$ cat config.mk
export PLATFORM = sky130hd
export DESIGN_NAME = dift_trap_ctrl
export DESIGN_NICKNAME = d
export VERILOG_FILES = /design/src/rtl/dift_trap_ctrl_pkg.sv /design/src/rtl/dift_sat_counter.sv /design/src/rtl/dift_trap_ctrl.sv
export SDC_FILE = /design/constraint.sdc
export NUM_CORES = 1
export LEC_CHECK = 0
export CAP_MARGIN = 20
export CORE_ASPECT_RATIO = 0.6
export CORE_MARGIN = 5
export CORE_UTILIZATION = 35
export DETAILED_ROUTE_END_ITERATION = 7
export SETUP_SLACK_MARGIN = 0.2
export SLEW_MARGIN = 10
export SYNTH_ARGS = -nofsm -noshare
export SYNTH_HDL_FRONTEND = slang
export SYNTH_SLANG_ARGS = --single-unit
$ cat constraint.sdc
create_clock -name clk -period 1.9 [get_ports clk]
set_clock_uncertainty 0.15 [all_clocks]
set_input_delay 0.38 -clock clk [delete_from_list [all_inputs] [get_ports clk]]
set_output_delay 0.38 -clock clk [all_outputs]
set_load 0.02 [all_outputs]
$ cat src/rtl/dift_trap_ctrl_pkg.sv
//==============================================================================
// Module   : riscv_defines (package)
// Brief    : Shared DIFT trap types and trap-controller state encoding.
// Revision : 1.0 - initial release
//==============================================================================
`default_nettype none

package riscv_defines;

  typedef enum logic [2:0] {
    NONE = 3'd0,
    EXEC = 3'd1,
    JALR = 3'd2,
    BRAN = 3'd3,
    STOR = 3'd4,
    LOAD = 3'd5
  } dift_trap_t;

  typedef logic [1:0] dift_trap_state_t;

  localparam dift_trap_state_t IDLE    = 2'd0;
  localparam dift_trap_state_t REQ     = 2'd1;
  localparam dift_trap_state_t HANDLER = 2'd2;

  // Slot 0 is the drop counter, slots 1..5 follow the dift_trap_t encoding.
  localparam int unsigned DIFT_NUM_CNT = 6;

endpackage

`default_nettype wire

$ cat src/rtl/dift_sat_counter.sv
//==============================================================================
// Module   : dift_sat_counter
// Brief    : Saturating event counter with synchronous clear (clear wins).
// Revision : 1.0 - initial release
//==============================================================================
`default_nettype none

module dift_sat_counter #(
  parameter int WIDTH = 16
) (
  input  logic             clk,
  input  logic             rst,
  input  logic             clr_i,
  input  logic             inc_i,
  output logic [WIDTH-1:0] cnt_o
);

  localparam logic [WIDTH-1:0] c_max = '1;

  logic [WIDTH-1:0] r_cnt;

  always_ff @(posedge clk) begin
    if (rst || clr_i) begin
      r_cnt <= '0;
    end else if (inc_i && (r_cnt != c_max)) begin
      r_cnt <= r_cnt + 1'b1;
    end
  end

  assign cnt_o = r_cnt;

endmodule

`default_nettype wire

$ cat src/rtl/dift_trap_ctrl.sv
//==============================================================================
// Module   : dift_trap_ctrl
// Brief    : Routes DIFT tag-check violations into the core exception path
//            and keeps saturating per-type and dropped-event counters.
// Revision : 1.0 - initial release
//==============================================================================
`default_nettype none

module dift_trap_ctrl
  import riscv_defines::*;
#(
  parameter int CNT_WIDTH = 16
) (
  input  logic                 clk,
  input  logic                 rst,
  input  logic                 trap_i,
  input  dift_trap_t           trap_type_i,
  input  logic [31:0]          pc_i,
  input  logic                 trap_en_i,
  input  logic                 trap_ack_i,
  input  logic                 trap_clr_i,
  input  logic [2:0]           cnt_sel_i,
  input  logic                 cnt_clr_i,
  output logic                 trap_req_o,
  output dift_trap_t           trap_cause_o,
  output logic [31:0]          trap_pc_o,
  output logic                 busy_o,
  output logic [CNT_WIDTH-1:0] cnt_rdata_o
);

  dift_trap_state_t r_state;
  dift_trap_t       r_cause;
  logic [31:0]      r_pc;

  logic                 w_event;
  logic [2:0]           w_type;
  logic [DIFT_NUM_CNT-1:0] w_cnt_inc;
  logic [CNT_WIDTH-1:0] w_cnt [DIFT_NUM_CNT];

  assign w_type  = trap_type_i;
  assign w_event = trap_i && (trap_type_i != NONE);

  // Clear beats ack when both arrive in REQ: software abort takes precedence.
  always_ff @(posedge clk) begin
    if (rst) begin
      r_state <= IDLE;
      r_cause <= NONE;
      r_pc    <= '0;
    end else begin
      case (r_state)
        IDLE: begin
          if (w_event && trap_en_i) begin
            r_state <= REQ;
            r_cause <= trap_type_i;
            r_pc    <= pc_i;
          end
        end
        REQ: begin
          if (trap_clr_i) begin
            r_state <= IDLE;
          end else if (trap_ack_i) begin
            r_state <= HANDLER;
          end
        end
        HANDLER: begin
          if (trap_clr_i) begin
            r_state <= IDLE;
          end
        end
        default: r_state <= IDLE;
      endcase
    end
  end

  generate
    for (genvar k = 0; k < DIFT_NUM_CNT; k++) begin : g_cnt
      if (k == 0) begin : g_drop
        assign w_cnt_inc[k] = w_event && (r_state != IDLE);
      end else begin : g_type
        assign w_cnt_inc[k] = w_event && (w_type == 3'(k));
      end

      dift_sat_counter #(
        .WIDTH (CNT_WIDTH)
      ) u_cnt (
        .clk   (clk),
        .rst   (rst),
        .clr_i (cnt_clr_i),
        .inc_i (w_cnt_inc[k]),
        .cnt_o (w_cnt[k])
      );
    end
  endgenerate

  always_comb begin
    cnt_rdata_o = '0;
    for (int k = 0; k < DIFT_NUM_CNT; k++) begin
      if (cnt_sel_i == 3'(k)) begin
        cnt_rdata_o = w_cnt[k];
      end
    end
  end

  assign trap_req_o   = (r_state == REQ);
  assign busy_o       = (r_state != IDLE);
  assign trap_cause_o = r_cause;
  assign trap_pc_o    = r_pc;

endmodule

`default_nettype wire

Yosys cells after proc, flatten, opt, wreduce, memory -nomap -nowiden
Index checks and enable logic that the tools add are counted.
{"block": "classes", "reduce_logical": 21, "muxes": 11, "n_eq_ne": 21, "n_addsub": 6}
{"operator": "$add A16 B1 Y16 const B", "n": 6}
{"operator": "$mux W16", "n": 6}
{"operator": "$ne A16 B16 Y1 const B", "n": 6}
{"operator": "$logic_and A1 B1 Y1", "n": 14}
{"operator": "$eq A3 B2 Y1 const B", "n": 4}
{"operator": "$eq A3 B3 Y1 const B", "n": 4}
{"operator": "$mux W2", "n": 4}
{"operator": "$eq A3 B1 Y1 const B", "n": 2}
{"operator": "$pmux W2 S3", "n": 1}
{"operator": "$ne A2 B2 Y1 const B", "n": 2}
{"operator": "$logic_not A3 Y1", "n": 1}
{"operator": "$ne A3 B3 Y1 const B", "n": 1}
{"operator": "$reduce_and A3 Y1", "n": 1}
{"operator": "$reduce_bool A3 Y1", "n": 1}
{"operator": "$eq A2 B1 Y1 const B", "n": 1}
{"operator": "$eq A2 B2 Y1 const B", "n": 1}
{"operator": "$logic_not A2 Y1", "n": 1}
{"operator": "$reduce_and A2 Y1", "n": 1}
{"operator": "$reduce_bool A2 Y1", "n": 1}
{"operator": "$logic_or A1 B1 Y1", "n": 1}
{"block": "word_totals", "regBits": 133, "elab_cells": 68}

Depth between registers and ports, before layout
{"block": "depth", "depth_word": 7, "ltp_mapped": 7, "mapped_depth_nobuf": 5}

Modules after synthesis
Synthesis repeated with hierarchy kept, for this count alone.
{"block": "unflattened", "hier_cells": 855, "hier_area_um2": 7703.6}
{"module": "dift_sat_counter", "instances": 6, "cells_each": 95, "area_each_um2": 847.1}
{"module": "dift_trap_ctrl", "instances": 1, "cells_each": 285, "area_each_um2": 2621.3}

Least setup slack after synthesis
Ideal clock, no wire load.
{"block": "synth_timing", "path_kind": "input port to output port", "from": "input cnt_sel_i[0]", "to": "output cnt_rdata_o[10]", "path_slack_ns": -0.377, "t_required_ns": 1.370, "arrival_ns": 1.747, "cell_stages": 5, "n_path_buf": 3, "path_cell_list": "clkbuf_1 > buf_2 > buf_2 > mux2i_1 > o221ai_1"}
{"block": "synth_via", "elab_chain_cells": 7, "word_cells_on_any_way": 12, "cone_classes": "eq/ne (5); mux (6); reduce/logical (1)"}
{"item": "start: declaration", "line": "dift_trap_ctrl.sv:22", "source": "input logic [2:0] cnt_sel_i,"}
{"item": "$logic_not A3 Y1", "line": "dift_trap_ctrl.sv:98", "source": "if (cnt_sel_i == 3'(k)) begin"}
{"item": "$mux W16 (5 in series)", "line": "dift_trap_ctrl.sv:98"}
{"item": "$mux W16 (*)", "line": "dift_trap_ctrl.sv:98"}
{"item": "end: declaration", "line": "dift_trap_ctrl.sv:28", "source": "output logic [CNT_WIDTH-1:0] cnt_rdata_o"}
Mark *: on every way between the ends. The rest lies on a longest branch, timed or not.

Worst setup path after layout
{"block": "layout_timing", "from": "register g_cnt[3].u_cnt.r_cnt[9]", "to": "output cnt_rdata_o[9]"}
{"block": "layout_via", "elab_chain_cells": 3}
{"item": "start: declaration", "line": "dift_sat_counter.sv:20", "source": "logic [WIDTH-1:0] r_cnt;"}
{"item": "start signal: assignment", "line": "dift_sat_counter.sv:26", "source": "r_cnt <= r_cnt + 1'b1;"}
{"item": "$mux W16 (3 in series)", "line": "dift_trap_ctrl.sv:98"}
Every way passes these cells.

==> metrics.cfg <==
[cells_and_area]
layout.cells.non_filler = 1558
drive_gt1_share_pct = 50.7
design_area_um2 = 13400
antenna_cells = 0
layout.nets = 1317
area_growth_pct = 80.9
post-route-util_pct = 64.2

[sta]
fmax_mhz = 477
period_share_pct = 110
hold_violations = 0
fin_setup_tns_ns = -2.00
setup-violations-final = 17
rsz0062_at_grt = yes
fin_crit_ns = 2.09
tightest_slew_ns = 0.475
fin_ws_ns = -0.194
final_max_slew_viol_count = 0
slew_headroom_pct = 68.3

[synthesis]
synthDistinctLibCells = 54
ys_async_sr_fraction_pct = 0
synth_fp_nets = 980
yosysTopAreaCell = dfxtp_1
syn-cell-area_um2 = 7430
synth_edf_count = 0
avgSynthCellArea_um2 = 8.00
syn_inst = 929
yosys_warnings = 0
synth_seq_cells = 133
synth_area_leaders = dfxtp_1 (36%), mux2i_1 (9.8%), nand2_1 (9.2%), a21oi_1 (6.2%), or3_1 (4.2%)
netlist.area_leader.share_pct = 35.8
synth_ff_type = dfxtp_1
synth_seq_area_share_pct = 35.8

[outcome]
status = finished, violations left
violations = negative setup slack

[floorplanning]
dieArea_um2 = 24300
initial_utilization_pct = 35.5
die_height_um = 123
boundaryPins = 98
core_region_area_um2 = 20900
fp-row-count = 41
die_w_um = 198

[grt]
grt_overflow_total = 0
grt_max_degree = 78
grt_antenna_before_repair = 0
grt_usage_pct = 24.6
grt_pass1_vias = 8046
grt_pass1_wl_um = 46400

[placement]
dp.cells = 1450
place.gp.congestion = 0.972
portBuffers = 97
placed_area_um2 = 10600
dp_hpwl_um = 21000

[routing]
wl_per_cell_um = 20.4
antenna_left = 0
routed_wl_um = 31800
firstDrtPassIters = 5
drt_iter0_drc = 748
drc_errors = 0
viasPerCell = 5.71
vias = 8899

[worst_setup_path]
cpPeakStageDelay_ns = 0.48
crit_fanout = 2
r2r_slack_ns = -0.03
critPathLaunchType = register
arrival_ns = 1.56
endpoint_kind = primary output
crit_buf_inv = 2
crit_type = register to primary output
required_ns = 1.37
cp_cell_sequence = mux4_2 > inv_2 > o22ai_4 > buf_6
crit_slowest_cell = mux4_2
cp_top_family = multiplexers

[clocking]
cts_tree = done
clk_latency_ns = 0.44
clkTransAtPathRegs_ns = 0.06
clk_root_buffer_cell = clkbuf_16
cts.sink_count = 133
htreeDepth = 4
cts_made_buffers = 17
cts_hold_buf = 0
cts_max_path_buffers = 2

[pwr]
finalPower_w = 0.00716
power_leakage_nw = 4.99
vdd_drop_max_mv = 0.643
power.density_nw_per_um2 = 533

[hold_path]
hp-class = input pin to register

[run]
maxCapViolCount = 0

-- synth_stat cells (all sizes together) (3+ instances only) --
master  count
nor4       13
nor3       22
nand2     182
o41ai       5
clkbuf     41
or3        51
and4bb      3
nand3      39
mux4        3
nand4      31
dfxtp     133
and2       10
a2111o      6
and4       15
ha          6
a21oi      92
a31oi       5
buf        17
mux2i      73
o221ai     13
nor2b       3
inv        14
o311ai      4
a211oi     20
and3       17
o21bai      3
o21ai      17
o311a       5
o22ai       3
nor2       25
a311oi      3
o31ai      12
or4        15
a31o        3
o21a        5
-- layout by cell type, fill, tap and decap left out, drive strengths merged, types with 25 or more instances in the layout --
cell type	Yosys	layout
clkdlybuf4s50	0	36
or3	51	51
mux2i	73	73
nand3	39	39
buf	17	303
dlygate4sd2	0	28
nand4	31	31
a21oi	92	92
dfxtp	133	133
nand2	182	182
nor2	25	25
-- where the power goes --
group / leakage (nW) / internal, W / switching (W)
Clock: 0.292 / 0.00220 / 0.00142
Combinational: 3.57 / 0.000347 / 0.000399
Sequential: 1.13 / 0.00277 / 0.0000219
-- flip-flops by register name, indices dropped and copies added, names as in the netlist --
signal             cells
trap_pc_o             32
g_cnt.u_cnt.cnt_o     96
r_state                2
trap_cause_o           3
-- routing by layer --
| metal | vias to the layer above | GRT usage, % | routed length (um) |
|---|---|---|---|
| li1 | 4185 | - | - |
| met2 | 309 | 34.8 | 14000 |
| met4 | 0 | 6.28 | 407 |
| met1 | 4370 | 36.9 | 15300 |
| met5 | - | 0 | 0 |
| met3 | 35 | 6.50 | 2050 |
-- cells by family after synthesis --
group	Yosys count	share of synthesized area, %
AND/OR/NAND/NOR	435	30.3
multiplexers	76	10.7
adder cells (fa/ha/maj)	6	1.01
buffers and inverters	72	3.86
AO/OA/AOI/OAI	207	18.3
flip-flops	133	35.8
-- timing repair --
item,4_1_cts,5_1_grt
buffers inserted,40,33
setup endpoints to repair,184,115
resized for setup,405,211
cloned,2,1
pin swaps,56,70
-- tightest hold or removal path, delay by kind of cell --
family,cells,cell delay (ns)
buffers and inverters,2,0.24
and+or+nand+nor,1,0.07
AOI/OAI and AO/OA,1,0.05
-- per-stage QoR --
stage / hold slack (ns) / worst slack [ns]
3_3_place_gp: 0.291 / -0.861
4_1_cts: 0.275 / -0.199
5_1_grt: 0.209 / -0.240
6_report: 0.206 / -0.194
2_1_floorplan: 0.276 / 0.0567
3_5_place_dp: 0.297 / -0.896
-- worst paths after layout --
path | startpoint | endpoint | cells after the start
setup / recovery | g_cnt[3].u_cnt.cnt_o[9] | cnt_rdata_o[9] | 4
hold / removal | trap_type_i[1] | trap_cause_o[1] | 4
setup reg to reg | g_cnt[3].u_cnt.cnt_o[9] | g_cnt[3].u_cnt.cnt_o[14] | 6
hold reg to reg | trap_pc_o[18] | trap_pc_o[18] | 2
-- area by class of cell --
type / instances / area, um2
Clock buffer: 17 / 425
Clock inverter: 15 / 203
Fill cell: 1673 / 7490
Inverter: 14 / 56.3
Multi-Input combinational cell: 724 / 6080
Sequential cell: 133 / 2880
Tap cell: 279 / 349
Timing Repair Buffer: 376 / 3450
(Power assumes the default switching activity.)
